--- src/rtl/ext_sbit_shaper.sv ---
// HDMI S-bit output shaper: per-channel edge detect, fixed-width pulse, dead time, polarity.
// Optional per-channel saturating trigger counters are built when EXT_SBIT_COUNTERS_EN is defined.
module ext_sbit_shaper #(
    parameter int NUM_OUTPUTS = 8,
    parameter int STRETCH_W   = 4,
    parameter int DEAD_W      = 4,
    parameter int CNT_W       = 16
) (
    input  logic                         clock,
    input  logic                         reset,
    input  logic [NUM_OUTPUTS-1:0]       sbits_i,
    input  logic                         enable_i,
    input  logic [STRETCH_W-1:0]         stretch_len_i,
    input  logic [DEAD_W-1:0]            dead_len_i,
    input  logic [NUM_OUTPUTS-1:0]       invert_i,
    input  logic                         cnt_reset_i,
    output logic [NUM_OUTPUTS-1:0]       hdmi_o,
    output logic [NUM_OUTPUTS-1:0]       busy_o,
    output logic [NUM_OUTPUTS*CNT_W-1:0] cnt_o
);

    localparam int CW = (STRETCH_W > DEAD_W) ? STRETCH_W : DEAD_W;

    localparam logic [1:0] ST_IDLE = 2'd0;
    localparam logic [1:0] ST_HOLD = 2'd1;
    localparam logic [1:0] ST_DEAD = 2'd2;

    logic [NUM_OUTPUTS-1:0] sbit_r_q;
    logic [NUM_OUTPUTS-1:0] sbit_rr_q;
    logic [NUM_OUTPUTS-1:0] trig_d;
    logic [NUM_OUTPUTS-1:0] trig_q;
    logic [NUM_OUTPUTS-1:0] hdmi_d;
    logic [NUM_OUTPUTS-1:0] hdmi_q;
    logic [NUM_OUTPUTS-1:0] busy_d;
    logic [NUM_OUTPUTS-1:0] busy_q;
    logic [NUM_OUTPUTS-1:0] accept_s;
    logic [1:0]             state_d [NUM_OUTPUTS];
    logic [1:0]             state_q [NUM_OUTPUTS];
    logic [CW-1:0]          down_d  [NUM_OUTPUTS];
    logic [CW-1:0]          down_q  [NUM_OUTPUTS];

    // Rising-edge detect; the trigger is registered once more so the pulse appears two clocks after sampling.
    always_comb begin
        trig_d = sbit_r_q & ~sbit_rr_q & {NUM_OUTPUTS{enable_i}};
    end

    // Per-channel IDLE/HOLD/DEAD sequencing; settings are latched into the down-counter on state entry.
    always_comb begin
        for (int j = 0; j < NUM_OUTPUTS; j++) begin
            state_d[j]  = state_q[j];
            down_d[j]   = down_q[j];
            accept_s[j] = 1'b0;
            if (!enable_i) begin
                state_d[j] = ST_IDLE;
                down_d[j]  = {CW{1'b0}};
            end else begin
                case (state_q[j])
                    ST_IDLE: begin
                        if (trig_q[j]) begin
                            state_d[j]  = ST_HOLD;
                            down_d[j]   = CW'(stretch_len_i);
                            accept_s[j] = 1'b1;
                        end else begin
                            state_d[j] = ST_IDLE;
                        end
                    end
                    ST_HOLD: begin
                        if (down_q[j] == {CW{1'b0}}) begin
                            // Dead time counts dead_len_i full clocks, so load one less than the setting.
                            if (dead_len_i == {DEAD_W{1'b0}}) begin
                                state_d[j] = ST_IDLE;
                            end else begin
                                state_d[j] = ST_DEAD;
                                down_d[j]  = CW'(dead_len_i) - CW'(1'b1);
                            end
                        end else begin
                            down_d[j] = down_q[j] - CW'(1'b1);
                        end
                    end
                    ST_DEAD: begin
                        if (down_q[j] == {CW{1'b0}}) begin
                            state_d[j] = ST_IDLE;
                        end else begin
                            down_d[j] = down_q[j] - CW'(1'b1);
                        end
                    end
                    default: begin
                        state_d[j] = ST_IDLE;
                        down_d[j]  = {CW{1'b0}};
                    end
                endcase
            end
            hdmi_d[j] = (state_d[j] == ST_HOLD) ^ invert_i[j];
            busy_d[j] = (state_d[j] != ST_IDLE);
        end
    end

    // Input pipeline, channel state and registered outputs.
    always_ff @(posedge clock) begin
        if (reset) begin
            sbit_r_q  <= {NUM_OUTPUTS{1'b0}};
            sbit_rr_q <= {NUM_OUTPUTS{1'b0}};
            trig_q    <= {NUM_OUTPUTS{1'b0}};
            hdmi_q    <= {NUM_OUTPUTS{1'b0}};
            busy_q    <= {NUM_OUTPUTS{1'b0}};
            for (int j = 0; j < NUM_OUTPUTS; j++) begin
                state_q[j] <= ST_IDLE;
                down_q[j]  <= {CW{1'b0}};
            end
        end else begin
            sbit_r_q  <= sbits_i;
            sbit_rr_q <= sbit_r_q;
            trig_q    <= trig_d;
            hdmi_q    <= hdmi_d;
            busy_q    <= busy_d;
            for (int j = 0; j < NUM_OUTPUTS; j++) begin
                state_q[j] <= state_d[j];
                down_q[j]  <= down_d[j];
            end
        end
    end

    assign hdmi_o = hdmi_q;
    assign busy_o = busy_q;

`ifdef EXT_SBIT_COUNTERS_EN
    logic [CNT_W-1:0] tcnt_d [NUM_OUTPUTS];
    logic [CNT_W-1:0] tcnt_q [NUM_OUTPUTS];

    // Saturating trigger counters; a clear wins over a coincident accepted trigger.
    always_comb begin
        for (int j = 0; j < NUM_OUTPUTS; j++) begin
            if (cnt_reset_i) begin
                tcnt_d[j] = {CNT_W{1'b0}};
            end else if (accept_s[j] && (tcnt_q[j] != {CNT_W{1'b1}})) begin
                tcnt_d[j] = tcnt_q[j] + CNT_W'(1'b1);
            end else begin
                tcnt_d[j] = tcnt_q[j];
            end
        end
    end

    // Counter storage.
    always_ff @(posedge clock) begin
        if (reset) begin
            for (int j = 0; j < NUM_OUTPUTS; j++) begin
                tcnt_q[j] <= {CNT_W{1'b0}};
            end
        end else begin
            for (int j = 0; j < NUM_OUTPUTS; j++) begin
                tcnt_q[j] <= tcnt_d[j];
            end
        end
    end

    // Flatten counters onto the readback bus.
    always_comb begin
        cnt_o = {(NUM_OUTPUTS*CNT_W){1'b0}};
        for (int j = 0; j < NUM_OUTPUTS; j++) begin
            cnt_o[j*CNT_W +: CNT_W] = tcnt_q[j];
        end
    end
`else
    logic unused_s;
    assign unused_s = ^{cnt_reset_i, accept_s};
    assign cnt_o    = {(NUM_OUTPUTS*CNT_W){1'b0}};
`endif

endmodule

--- config.mk ---
export PLATFORM = sky130hd
export DESIGN_NAME = ext_sbit_shaper
export DESIGN_NICKNAME = d
export VERILOG_FILES = /design/src/rtl/ext_sbit_shaper.sv
export SDC_FILE = /design/constraint.sdc
export NUM_CORES = 1
export LEC_CHECK = 0
export BUFFER_PORTS_ARGS = -buffer_cell sky130_fd_sc_hd__buf_4
export CORE_MARGIN = 2
export CORE_UTILIZATION = 35
export CTS_BUF_LIST = sky130_fd_sc_hd__clkbuf_4 sky130_fd_sc_hd__clkbuf_8 sky130_fd_sc_hd__clkbuf_16
export CTS_CLUSTER_SIZE = 12
export DETAILED_ROUTE_END_ITERATION = 12
export GPL_ROUTABILITY_DRIVEN = 0
export GPL_TIMING_DRIVEN = 0
export MAX_ROUTING_LAYER = met4
export PLACE_DENSITY = 0.71
export SYNTH_ARGS = -nofsm -noshare
export SYNTH_HDL_FRONTEND = slang
export SYNTH_SLANG_ARGS = --single-unit
--- constraint.sdc ---
create_clock -name clock -period 1.7 [get_ports clock]
set_input_delay 0.085 -clock clock [delete_from_list [all_inputs] [get_ports clock]]
set_output_delay 0.085 -clock clock [all_outputs]
set_load 0.005 [all_outputs]
Yosys cells after proc, flatten, opt, wreduce, memory -nomap -nowiden
Memories as Yosys holds them, arrays and structs flattened.
Index checks and enable logic that the tools add are counted.
- memory bits (writable): 48
- flip-flop bits (word level): 40
- memories: 2
- logic and storage cells: 200
- bits of input ports: 28
- memory list (name ; words ; bits a word ; rd ports ; clocked after memory_dff ; write ports ; RTL line ; RTL):
    down_q ; 8 ; 4 ; 8 ; 0 ; 8 ; 40 ; logic [CW-1:0] down_q [NUM_OUTPUTS];
    state_q ; 8 ; 2 ; 8 ; 0 ; 8 ; 38 ; logic [1:0] state_q [NUM_OUTPUTS];
- $add $sub $neg: 9
- reductions and logical operators: 25
- bitwise operators: 27
- muxes and demuxes: 108
- equality and inequality tests: 24
- operator list (kind ; count):
    $mux W4 ; 48
    $pmux W4 S3 ; 8
    $mux W2 ; 33
    $pmux W2 S3 ; 8
    $logic_not A4 Y1 ; 9
    $sub A4 B1 Y4 const B ; 9
    $eq A2 B1 Y1 const B ; 16
    $and A8 B8 Y8 ; 2
    $eq A2 B2 Y1 const B ; 8
    $logic_not A2 Y1 ; 8
    $or A1 B1 Y1 ; 16
    $reduce_bool A2 Y1 ; 8
    $mux W1 ; 11
    $not A8 Y8 ; 1
    $xor A1 B1 Y1 ; 8

Logic depth before layout (Yosys ltp)
Gate-level depths: netlist of the first run.
- word-level depth: 7
- gate-level depth with buffers: 8
- depth with buffers taken out: 7

Worst setup path before layout of the first run
Ideal clock, no wire load.
- kind: register to register
- start: memory down_q[1][0] (netlist bit)
- end: register busy_q[4], in the netlist busy_o[4]
- data required time: 1.580 ns
- setup time: 0.120 ns
- stages on the path, launching flop included: 8
- clock period less this slack: 1.705 ns
- slack: -0.005 ns
- buffers on the path: 0
- data arrival time: 1.585 ns
- cells stage by stage: dfxtp_1 inv_1 ha_1 or3b_4 and3_1 a31oi_1 nor2_1 or2_1
- RTL lines (what ; RTL line ; RTL):
    start, declared ; 40 ;
    end signal, assigned ; 105 ; busy_q <= {NUM_OUTPUTS{1'b0}};
    end signal, assigned ; 115 ; busy_q <= busy_d;
    end, declared ; 35 ; logic [NUM_OUTPUTS-1:0] busy_q;

==> results of run 1 <==
## power groups by stage
stage / clock network, mW / registers, mW / logic (mW)
6_report: 2.15 / 2.14 / 0.945
5_1_grt: 2.26 / 2.14 / 1.02
4_1_cts: 2.17 / 2.14 / 0.856
3_5_place_dp: 0 / 2.19 / 0.764
3_3_place_gp: 0 / 2.18 / 0.761
2_1_floorplan: 0 / 2.18 / 0.581
## layout make-up
class	instances	area share
flip-flops and latches	88	0.219
clock inverters	7	0.0115
well taps	220	0.0336
plain buffers	162	0.139
inverters	23	0.0119
clock buffers	9	0.0275
repair buffers	94	0.0922
multi-input cells	572	0.465
## metrics by stage
stage | cell area, um^2 | utilization
after floorplan | 6290 | -
after global placement | 6870 | 0.418
after detailed placement | 6870 | 0.418
after CTS | 7750 | 0.473
after global routing | 8180 | 0.499
final | 8180 | 0.499
## per-layer routing
| metal | GRT usage | vias to the layer above | share of wire |
|---|---|---|---|
| met4 | 0.0579 | 0 | 0.028 |
| met3 | 0.0333 | 42 | 0.073 |
| met5 | - | - | 0 |
| li1 | - | 2691 | - |
| met1 | 0.199 | 2430 | 0.41 |
| met2 | 0.275 | 240 | 0.49 |
## Yosys cell counts, drive strengths merged, types with 7 or more instances
master and instances:
buf 141, dfxtp 88, nor2 57, a21oi 44
nand2 42, nor2b 40, inv 23, o21ai 23
clkbuf 22, nand2b 22, nor3b 22, a211oi 20
nor3 18, and2 14, o22ai 13, xnor2 12
xor2 12, ha 11, a31oi 9, a221oi 7
nand3 7
## path summary, 6_finish.rpt
path	start	endpoint	slack (ns)	cells after the start
hold reg to reg	sbit_rr_q[0]$_SDFF_PP0_	trig_q[0]$_SDFF_PP0_	0.39	1
setup reg to reg	down_q[1][5]$_SDFFE_PP0P_	down_q[1][5]$_SDFFE_PP0P_	-0.05	7
setup / recovery	down_q[1][5]$_SDFFE_PP0P_	down_q[1][5]$_SDFFE_PP0P_	-0.05	7
hold / removal	invert_i[6]	hdmi_o[6]$_SDFF_PP0_	0.009	3
## placed cells by master (no fill, tap or decap), types with 7 or more instances in the layout
cell	instances
inv_1	10
o21ai_0	7
a31oi_1	9
conb_1	128
nor3b_4	9
and2_1	13
nor3_1	18
buf_4	201
nor2b_1	39
xor2_1	11
inv_2	9
dfxtp_2	12
buf_6	9
clkbuf_2	9
dfxtp_1	72
buf_2	11
o21ai_1	13
nand2b_1	22
nand2_1	35
nand3_1	7
clkbuf_16	9
xnor2_1	11
dlygate4sd3_1	14
o22ai_1	8
a211oi_1	16
a21oi_1	40
nor3b_1	13
clkbuf_1	12
nor2_1	55
## worst min-delay path: stages
cell	delay, ns
buf_4	0.10
xor2_2	0.07
nor2_1	0.07
## registers in the layout, summed over array words and instances (netlist names)
register	cells
down_q	32
state_q	16
busy_o	8
hdmi_o	8
sbit_r_q	8
sbit_rr_q	8
trig_q	8
## logic make-up after synthesis
logic type,after synthesis,synth area share
fa+ha+maj,11,0.0237
flops,88,0.303
other cells,1,0.000645
simple gates,232,0.219
mux,7,0.0123
buf+inv,186,0.207
xor+xnor,24,0.0362
compound gates,169,0.199
## what timing repair did
item | in CTS | in global routing
hold endpoints to repair | 16 | 0
setup endpoints to repair | 44 | 42
resized for setup | 61 | 102
buffers inserted | 27 | 11
hold buffers | 14 | 0
gates cloned | 0 | 4
pin swaps | 15 | 47
==> key figures, run 1 <==
Timing
  • Final setup violation count: 5
  • Setup TNS: -0.136 ns
  • Final Hold Violating Endpoints: 0
  • Setup WS post-layout: -0.0490 ns
  • RSZ-0062 raised after global routing: yes
  • Actual slew at the worst max-slew pin: about 1.1 ns
  • Slew Limit Fails: 0
  • Worst Clk Skew: between 0.007 and 0.008 ns
  • Fmax: ~0.57 GHz
  • Tcrit/Tclk final: 1.03
  • Hold_ws: approximately 0.0094 ns
  • Tmin final: about 1.7 ns
  • Slew margin rel.: 0.286

GRT
  • First-pass GRT wire length: 22800 um
  • Antenna violations before repair: 0
  • Total grt overflow: 0
  • Tot GR Track Use: 0.165
  • Largest net degree at the start of global routing: 16
  • Vias in the first global route: approximately 4600

Critical path
  • Crit Path Max Fanout: 8
  • CP max-delay cell: nor3b_4
  • CP required: around 1.9 ns
  • Worst Setup Path Type: flip-flop to flip-flop
  • Worst setup EP type: flip-flop
  • CP Cell Sequence: inv_2 > ha_4 > nor3b_4 > mux2i_1 > a221o_1 > a22oi_2 > nor2_1
  • Slowest stage delay, CP: around 0.39 ns
  • Type of origin of the critical path: flip-flop
  • CP Data Arrival Time: roughly 2.0 ns
  • Worst Path Buf+Inv: 1
  • Delay-heaviest family, CP: compound AO/OA/AOI/OAI gates

Synthesis
  • Synth top area cells: dfxtp_1 (30%), buf_4 (17%), nor2b_1 (4.3%), a21oi_1 (3.8%), nor2_1 (3.7%)
  • Synthesis warning total: 0
  • Post-synth EDFFs: 0
  • Gate Count Post-Synth: about 700
  • Synthesized area: 5810 um^2
  • Post-synth top area share: 0.303
  • Synthesized area per cell: 8.09 um^2
  • Synthesized flop and latch total: 88
  • Distinct cells, synth: 63
  • Main synth FF type: dfxtp_1
  • Synth area leader: dfxtp_1
  • Register area share after synthesis: 0.303
  • Ys async rst share: 0

Floorplanning
  • Ports: around 170
  • Die Area: approximately 18000 um^2
  • Core ar.: ~16000 um^2
  • Die Wd: between 100 and 150 um
  • Row count: 47
  • Starting Density: 0.354
  • Die Ht: approximately 130 um

Place
  • # port buffers: 40
  • Placed instance count: about 1100
  • Detailed-placement wirelength estimate: 9820 um
  • DP Worst Slack: -0.593 ns

Cells and area
  • Diode count: 0
  • Ratio of cells with drive above 1 in the final layout: 0.360
  • # fillers: 1536
  • Register area: roughly 1800 um^2
  • Synth-to-layout area growth: 40.8%
  • Non-Filler Instances: between 1000 and 1500
  • Post-layout nets: between 900 and 1000
  • Multi-input logic area: about 3800 um^2

Flow run
  • MaxCap Viol Count: 0

Drt
  • DR pass1 iterations: 5
  • DRC: 0
  • Number of vias per cell: around 4.6
  • Initial DRC count: 670
  • DR vias: 5403
  • Avg WL per Cell: roughly 13 um
  • Post-route ant nets: 0
  • Final WL: around 16000 um

Pwr
  • Switching Share: 0.258
  • Pint: around 3.9 mW
  • Clock network power share: 0.411
  • Combinational power share: 0.181
  • Pleak: 3.65 nW
  • Psw: between 1 and 1.5 mW
  • Sequential Power Share: 0.408
  • PwrDens: between 600 and 700 nW/um^2
  • VDD IR max: roughly 480 uV
  • Overall power: 5.24 mW

Min path
  • Worst Hold Class: input pin to flip-flop

Clock network
  • CTS tree: built
  • Sink Count: 88
  • Root buffer cell: clkbuf_16
  • Clk_lat worst skew: 0.35 ns
  • H-tree levels: 3
  • Clk pin slew, worst setup/hold paths: approximately 0.070 ns
  • Bufs on Longest Clock Path: 2
  • Total CTS buffers: 9

Outcome
  • Failing checks: setup timing
  • Status: finished, violations left
Note: power is estimated with default switching activity, not from simulation.
==> run 2, diff against run 1 <==
--- a/config.mk
+++ b/config.mk
@@ -5,7 +5,7 @@
 export SDC_FILE = /design/constraint.sdc
 export NUM_CORES = 1
 export LEC_CHECK = 0
-export BUFFER_PORTS_ARGS = -buffer_cell sky130_fd_sc_hd__buf_4
+export BUFFER_PORTS_ARGS = -buffer_cell sky130_fd_sc_hd__buf_2
 export CORE_MARGIN = 2
 export CORE_UTILIZATION = 35
 export CTS_BUF_LIST = sky130_fd_sc_hd__clkbuf_4 sky130_fd_sc_hd__clkbuf_8 sky130_fd_sc_hd__clkbuf_16
==> key figures, run 2 (synthesized netlist as in run 1, its figures left out) <==
Outcome
  • Status: finished, violations left (unchanged)
  • Failing checks: setup timing (unchanged)

Drt
  • Avg WL per Cell: 13.2 um (about the same)
  • Post-route ant nets: 0 (unchanged)
  • Number of vias per cell: 4.63 (was 4.60)
  • Final WL: 15400 um (was 15500 um)
  • Initial DRC count: 537 (was 670)
  • DR vias: 5419 (was 5403)
  • DRC: 0 (unchanged)
  • DR pass1 iterations: 5 (unchanged)

Cells and area
  • Ratio of cells with drive above 1 in the final layout: 0.342 (was 0.360)
  • Fin area: 7970 um^2 (was 8180 um^2)
  • Synth-to-layout area growth: 37.1% (was 40.8%)
  • Commonest non-fill, non-tap cell in the layout: buf_4 (unchanged)
  • Most flop-heavy register: down_q (unchanged)
  • Register area: 1780 um^2 (was 1790 um^2)
  • Commonest non-fill, non-tap cells in the layout: buf_4 (158), conb_1 (128), dfxtp_1 (74) (was buf_4 (201), conb_1 (128), dfxtp_1 (72))
  • Largest register FFs: 32 (unchanged)
  • Post-layout nets: 984 (was 989)
  • Diode count: 0 (unchanged)
  • # fillers: 1512 (was 1536)
  • Final Util: 0.485 (was 0.499)
  • Largest registers: down_q x32, state_q x16 (unchanged)
  • Multi-input logic area: 3760 um^2 (was 3800 um^2)

Critical path
  • Crit Path Max Fanout: 6 (was 8)
  • Worst Setup Path Type: flip-flop to flip-flop (unchanged)
  • CP required: 1.97 ns (was 1.93 ns)
  • Worst setup EP type: flip-flop (unchanged)
  • CP Data Arrival Time: 2.02 ns (was 1.98 ns)
  • R2R depth: 8 (was 7)
  • Type of origin of the critical path: flip-flop (unchanged)

GRT
  • Largest net degree at the start of global routing: 17 (was 16)
  • Vias in the first global route: 4570 (was 4644)
  • Total grt overflow: 0 (unchanged)
  • First-pass GRT wire length: 22900 um (was 22800 um)
  • Antenna violations before repair: 0 (unchanged)
  • Tot GR Track Use: 0.168 (was 0.165)

Timing
  • RSZ-0062 raised after global routing: yes (unchanged)
  • Setup TNS: -0.116 ns (was -0.136 ns)
  • Setup WS post-layout: -0.0562 ns (was -0.0490 ns)
  • Actual slew at the worst max-slew pin: 1.01 ns (was 1.06 ns)
  • Worst Clk Skew: 0.0103 ns (was 0.00719 ns)
  • Slew Limit Fails: 0 (unchanged)
  • Fmax: 0.569 GHz (was 0.572 GHz)
  • Final Hold Violating Endpoints: 0 (unchanged)
  • Tcrit/Tclk final: 1.03 (about the same)
  • Tmin final: 1.76 ns (was 1.75 ns)
  • Slew margin rel.: 0.319 (was 0.286)
  • Final setup violation count: 4 (was 5)

Clock network
  • Clk pin slew, worst setup/hold paths: 0.06 ns (was 0.07 ns)
  • Bufs on Longest Clock Path: 2 (unchanged)
  • Clk_lat worst skew: 0.35 ns (about the same)
  • CTS tree: built (unchanged)
  • Total CTS buffers: 9 (unchanged)
  • H-tree levels: 3 (unchanged)
  • Sink Count: 88 (unchanged)
  • Root buffer cell: clkbuf_16 (unchanged)

Pwr
  • Pleak: 3.58 nW (was 3.65 nW)
  • PwrDens: 639 nW/um^2 (was 640 nW/um^2)
  • VDD IR max: 502 uV (was 477 uV)

Floorplanning
  • Row count: 47 (unchanged)
  • Core ar.: 16400 um^2 (unchanged)
  • Die Area: 17600 um^2 (unchanged)
  • Ports: 172 (unchanged)
  • Starting Density: 0.354 (unchanged)
  • Die Wd: 133 um (unchanged)
  • Die Ht: 133 um (unchanged)

Place
  • # port buffers: 40 (unchanged)
  • Area after DPL: 6770 um^2 (was 6870 um^2)
  • DP Worst Slack: -0.590 ns (was -0.593 ns)
  • Detailed-placement wirelength estimate: 9770 um (was 9820 um)

Flow run
  • MaxCap Viol Count: 0 (unchanged)

Min path
  • Hold path cells: 3 (unchanged)
  • Worst Hold Class: input pin to flip-flop (unchanged)
[run 2: cell types whose count changed in the layout (fill, tap and decap cells not counted), sizes merged]
cell / previous run / this run
bufinv: 2 / 1
dlygate4sd3: 14 / 15
clkinvlp: 3 / 4
buf: 221 / 215
[run 2: path summary, 6_finish.rpt]
kind,endpoint,slack [ns],start
min reg2reg,trig_q[1]$_SDFF_PP0_,0.38,sbit_rr_q[1]$_SDFF_PP0_
max,down_q[1][15]$_SDFFE_PP0P_,-0.06,down_q[1][13]$_SDFFE_PP0P_
max reg2reg,down_q[1][15]$_SDFFE_PP0P_,-0.06,down_q[1][13]$_SDFFE_PP0P_
min,hdmi_o[6]$_SDFF_PP0_,0.03,invert_i[6]
[run 2: metal layers]
metal,wire length (um),GRT usage,vias up
met3,1160,0.0345,44
met5,0,-,-
met2,7450,0.280,237
li1,-,-,2683
met1,6300,0.203,2455
met4,496,0.0544,0
[run 2: report_power, final]
part / total, mW / leakage, nW / internal [mW] / switching (mW)
sequential: 2.14 / 0.724 / 2.11 / 0.0307
combinational: 0.902 / 2.72 / 0.460 / 0.443
clock: 2.05 / 0.140 / 1.15 / 0.896
[run 2: per-stage QoR]
step / cells / hold WS (ns) / total power [mW]
finish: 1170 / 0.0340 / 5.09
global route: 1170 / 0.0315 / 5.30
CTS: 1153 / 0.0311 / 5.05
detailed placement: 1105 / 0.297 / 2.93
global placement: 1105 / 0.295 / 2.92
floorplan: 845 / 0.157 / 2.76
[run 2: timing repair]
action | in CTS | in global routing
endpoints found under the hold margin | 16 | 0
setup endpoints to repair | 43 | 39
hold buffers | 15 | 0
buffers inserted | 16 | 17
resized for setup | 60 | 80
pin swaps | 15 | 33
cloned | 1 | 2
[run 2: cell type report]
class | instances | area share
plain buffers | 162 | 0.143
clock buffers | 9 | 0.0283
clock inverters | 7 | 0.0102
inverters | 23 | 0.0116
multi-input cells | 572 | 0.472
flip-flops and latches | 88 | 0.224
well taps | 220 | 0.0346
repair buffers | 89 | 0.0763
[run 2: worst max-delay path, cell delays in order (launching register included)]
cell	delay, ns
dfxtp_2	0.35
inv_2	0.06
ha_4	0.15
nor3b_4	0.17
buf_6	0.14
a21o_1	0.18
a221oi_4	0.34
o21ai_1	0.12
a21oi_1	0.16
==> run 3, diff against run 2 <==
--- a/config.mk
+++ b/config.mk
@@ -18,3 +18,4 @@
 export SYNTH_ARGS = -nofsm -noshare
 export SYNTH_HDL_FRONTEND = slang
 export SYNTH_SLANG_ARGS = --single-unit
+export TNS_END_PERCENT = 30
==> constraint.sdc (replaced) <==
create_clock -name clock -period 1.7 [get_ports clock]
set_input_delay 0.34 -clock clock [delete_from_list [all_inputs] [get_ports clock]]
set_output_delay 0.34 -clock clock [all_outputs]
set_load 0.005 [all_outputs]
==> key figures, run 3 (synthesized netlist as in run 1, its figures left out) <==
Outcome
  • Status: finished, violations left (unchanged)
  • Failing checks: setup timing (unchanged)

Cells and area
  • Post-layout nets: 965 (was 984)
  • Diode count: 0 (unchanged)
  • Synth-to-layout area growth: 36.5% (was 37.1%)
  • Most flop-heavy register: down_q (unchanged)
  • Ratio of cells with drive above 1 in the final layout: 0.358 (was 0.342)
  • Commonest non-fill, non-tap cells in the layout: buf_4 (154), conb_1 (128), dfxtp_1 (74) (was buf_4 (158), conb_1 (128), dfxtp_1 (74))
  • Commonest non-fill, non-tap cell in the layout: buf_4 (unchanged)
  • Largest register FFs: 32 (unchanged)
  • Non-Filler Instances: 1150 (was 1170)
  • Largest registers: down_q x32, state_q x16 (unchanged)

Floorplanning
  • Row count: 47 (unchanged)
  • Core ar.: 16400 um^2 (unchanged)
  • Starting Density: 0.354 (unchanged)
  • Die Area: 17600 um^2 (unchanged)
  • Die Ht: 133 um (unchanged)
  • Die Wd: 133 um (unchanged)
  • Ports: 172 (unchanged)

Timing
  • Final setup violation count: 5 (was 4)
  • Actual slew at the worst max-slew pin: 0.822 ns (was 1.01 ns)
  • Worst Clk Skew: 0.00296 ns (was 0.0103 ns)
  • Slew margin rel.: 0.452 (was 0.319)
  • Tcrit/Tclk final: 1.02 (was 1.03)
  • Final Hold Violating Endpoints: 0 (unchanged)
  • RSZ-0062 raised after global routing: yes (unchanged)
  • Fmax: 0.577 GHz (was 0.569 GHz)
  • Setup WS post-layout: -0.0339 ns (was -0.0562 ns)
  • Tmin final: 1.73 ns (was 1.76 ns)
  • Slew Limit Fails: 0 (unchanged)
  • Setup TNS: -0.116 ns (about the same)

Drt
  • Final WL: 15600 um (was 15400 um)
  • DRC: 0 (unchanged)
  • Avg WL per Cell: 13.5 um (was 13.2 um)
  • Number of vias per cell: 4.62 (was 4.63)
  • DR vias: 5317 (was 5419)
  • Initial DRC count: 572 (was 537)
  • DR pass1 iterations: 5 (unchanged)
  • Post-route ant nets: 0 (unchanged)

Critical path
  • Critical path origin: down_q[0][12]$_SDFFE_PP0P_ (was down_q[1][13]$_SDFFE_PP0P_)
  • Reg2Reg Capture Point: down_q[0][13]$_SDFFE_PP0P_ (was down_q[1][15]$_SDFFE_PP0P_)
  • Crit Path Max Fanout: 10 (was 6)
  • CP required: 1.93 ns (was 1.97 ns)
  • Type of origin of the critical path: flip-flop (unchanged)
  • R2R depth: 8 (unchanged)
  • Worst setup EP type: flip-flop (unchanged)
  • Worst Path Buf+Inv: 2 (unchanged)
  • CP max-delay cell: dfxtp_2 (unchanged)
  • Slowest stage delay, CP: 0.36 ns (was 0.35 ns)
  • RR Startpoint: down_q[0][12]$_SDFFE_PP0P_ (was down_q[1][13]$_SDFFE_PP0P_)
  • CP Data Arrival Time: 1.96 ns (was 2.02 ns)
  • Worst Setup Path Type: flip-flop to flip-flop (unchanged)
  • Delay-heaviest family, CP: compound AO/OA/AOI/OAI gates (unchanged)
  • CP Cell Sequence: inv_1 > ha_1 > nor3b_4 > buf_6 > a21oi_1 > o22ai_4 > a22oi_1 > nor2_1 (was inv_2 > ha_4 > nor3b_4 > buf_6 > a21o_1 > a221oi_4 > o21ai_1 > a21oi_1)
  • Reg2Reg Setup Slack: -0.03 ns (was -0.06 ns)

Pwr
  • Overall power: 5.46 mW (was 5.09 mW)
  • Combinational power share: 0.165 (was 0.177)
  • VDD IR max: 549 uV (was 502 uV)
  • Psw: 1.33 mW (was 1.37 mW)
  • Clock network power share: 0.443 (was 0.403)
  • Switching Share: 0.243 (was 0.269)
  • Sequential Power Share: 0.392 (was 0.420)
  • Pint: 4.13 mW (was 3.72 mW)
  • Pleak: 3.57 nW (was 3.58 nW)
  • PwrDens: 688 nW/um^2 (was 639 nW/um^2)

GRT
  • Vias in the first global route: 4533 (was 4570)
  • Antenna violations before repair: 0 (unchanged)
  • Largest net degree at the start of global routing: 15 (was 17)
  • Tot GR Track Use: 0.169 (was 0.168)
  • First-pass GRT wire length: 23300 um (was 22900 um)
  • Total grt overflow: 0 (unchanged)

Clock network
  • Root buffer cell: clkbuf_16 (unchanged)
  • Total CTS buffers: 9 (unchanged)
  • Bufs on Longest Clock Path: 2 (unchanged)
  • H-tree levels: 3 (unchanged)
  • Clk_lat worst skew: 0.35 ns (about the same)
  • Sink Count: 88 (unchanged)
  • Clk pin slew, worst setup/hold paths: 0.06 ns (about the same)
  • Hold buffers post-CTS: 0 (was 15)
  • CTS tree: built (unchanged)

Place
  • Placed instance count: 1105 (unchanged)
  • # port buffers: 40 (unchanged)
  • Detailed-placement wirelength estimate: 9750 um (was 9770 um)
  • DP Worst Slack: -0.918 ns (was -0.590 ns)

Min path
  • Hold path cells: 2 (was 3)
  • Worst Hold Class: input pin to flip-flop (unchanged)
  • Hold Startpoint: sbits_i[3] (was invert_i[6])
  • Hold Path End: sbit_r_q[3]$_SDFF_PP0_ (was hdmi_o[6]$_SDFF_PP0_)

Flow run
  • MaxCap Viol Count: 0 (unchanged)
[run 3: changes by cell type in the layout (fill, tap and decap cells not counted), moves of 3 or more]
| cell | before | now |
|---|---|---|
| a21oi_2 | 3 | 7 |
| buf_2 | 51 | 48 |
| buf_4 | 158 | 154 |
| bufinv_16 | 1 | 4 |
| a21oi_1 | 41 | 37 |
| dlygate4sd3_1 | 15 | 0 |
| clkinvlp_4 | 4 | 1 |
[run 3: area by class of cell]
| cell class | instances | area [um^2] |
|---|---|---|
| Fill cell | 1526 | 8470 |
| Clock inverter | 6 | 133 |
| Tap cell | 220 | 275 |
| Timing Repair Buffer | 70 | 453 |
| Inverter | 23 | 101 |
| Multi-Input combinational cell | 572 | 3820 |
| Clock buffer | 9 | 225 |
| Sequential cell | 88 | 1780 |
| Buffer | 162 | 1140 |
[run 3: metal layers]
metal,part of all wire,GRT usage,wire (um)
met2,0.47,0.270,7380
met1,0.42,0.215,6580
met5,0,-,0
met3,0.070,0.0337,1090
met4,0.032,0.0550,495
[run 3: power groups by stage]
| stage | clock (mW) | combinational [mW] | sequential [mW] |
|---|---|---|---|
| 2_1_floorplan | 0 | 0.581 | 2.18 |
| 3_3_place_gp | 0 | 0.742 | 2.18 |
| 3_5_place_dp | 0 | 0.746 | 2.18 |
| 4_1_cts | 2.44 | 0.819 | 2.14 |
| 5_1_grt | 2.54 | 0.982 | 2.15 |
| 6_report | 2.42 | 0.901 | 2.14 |
[run 3: worst max-delay path by stage]
stage / end / cells after the start
3_3_place_gp: down_q[0][2]$_SDFFE_PP0P_ / 7
6_report: down_q[0][13]$_SDFFE_PP0P_ / 8
5_1_grt: down_q[0][2]$_SDFFE_PP0P_ / 7
2_1_floorplan: busy_o[4]$_SDFF_PP0_ / 7
4_1_cts: busy_o[4]$_SDFF_PP0_ / 7
3_5_place_dp: down_q[0][2]$_SDFFE_PP0P_ / 7
[run 3: what timing repair did]
action,in CTS,in global routing
resized for setup,65,94
gates cloned,1,1
buffers inserted,15,14
setup endpoints to repair,43,43
pin swaps,11,45
[run 3: per-stage QoR]
stage,hold slack [ns],util,instance area [um^2]
after floorplan,0.372,-,6290
after global placement,0.374,0.412,6770
after detailed placement,0.379,0.412,6770
after CTS,0.195,0.460,7550
after global routing,0.205,0.484,7930
final,0.199,0.484,7930
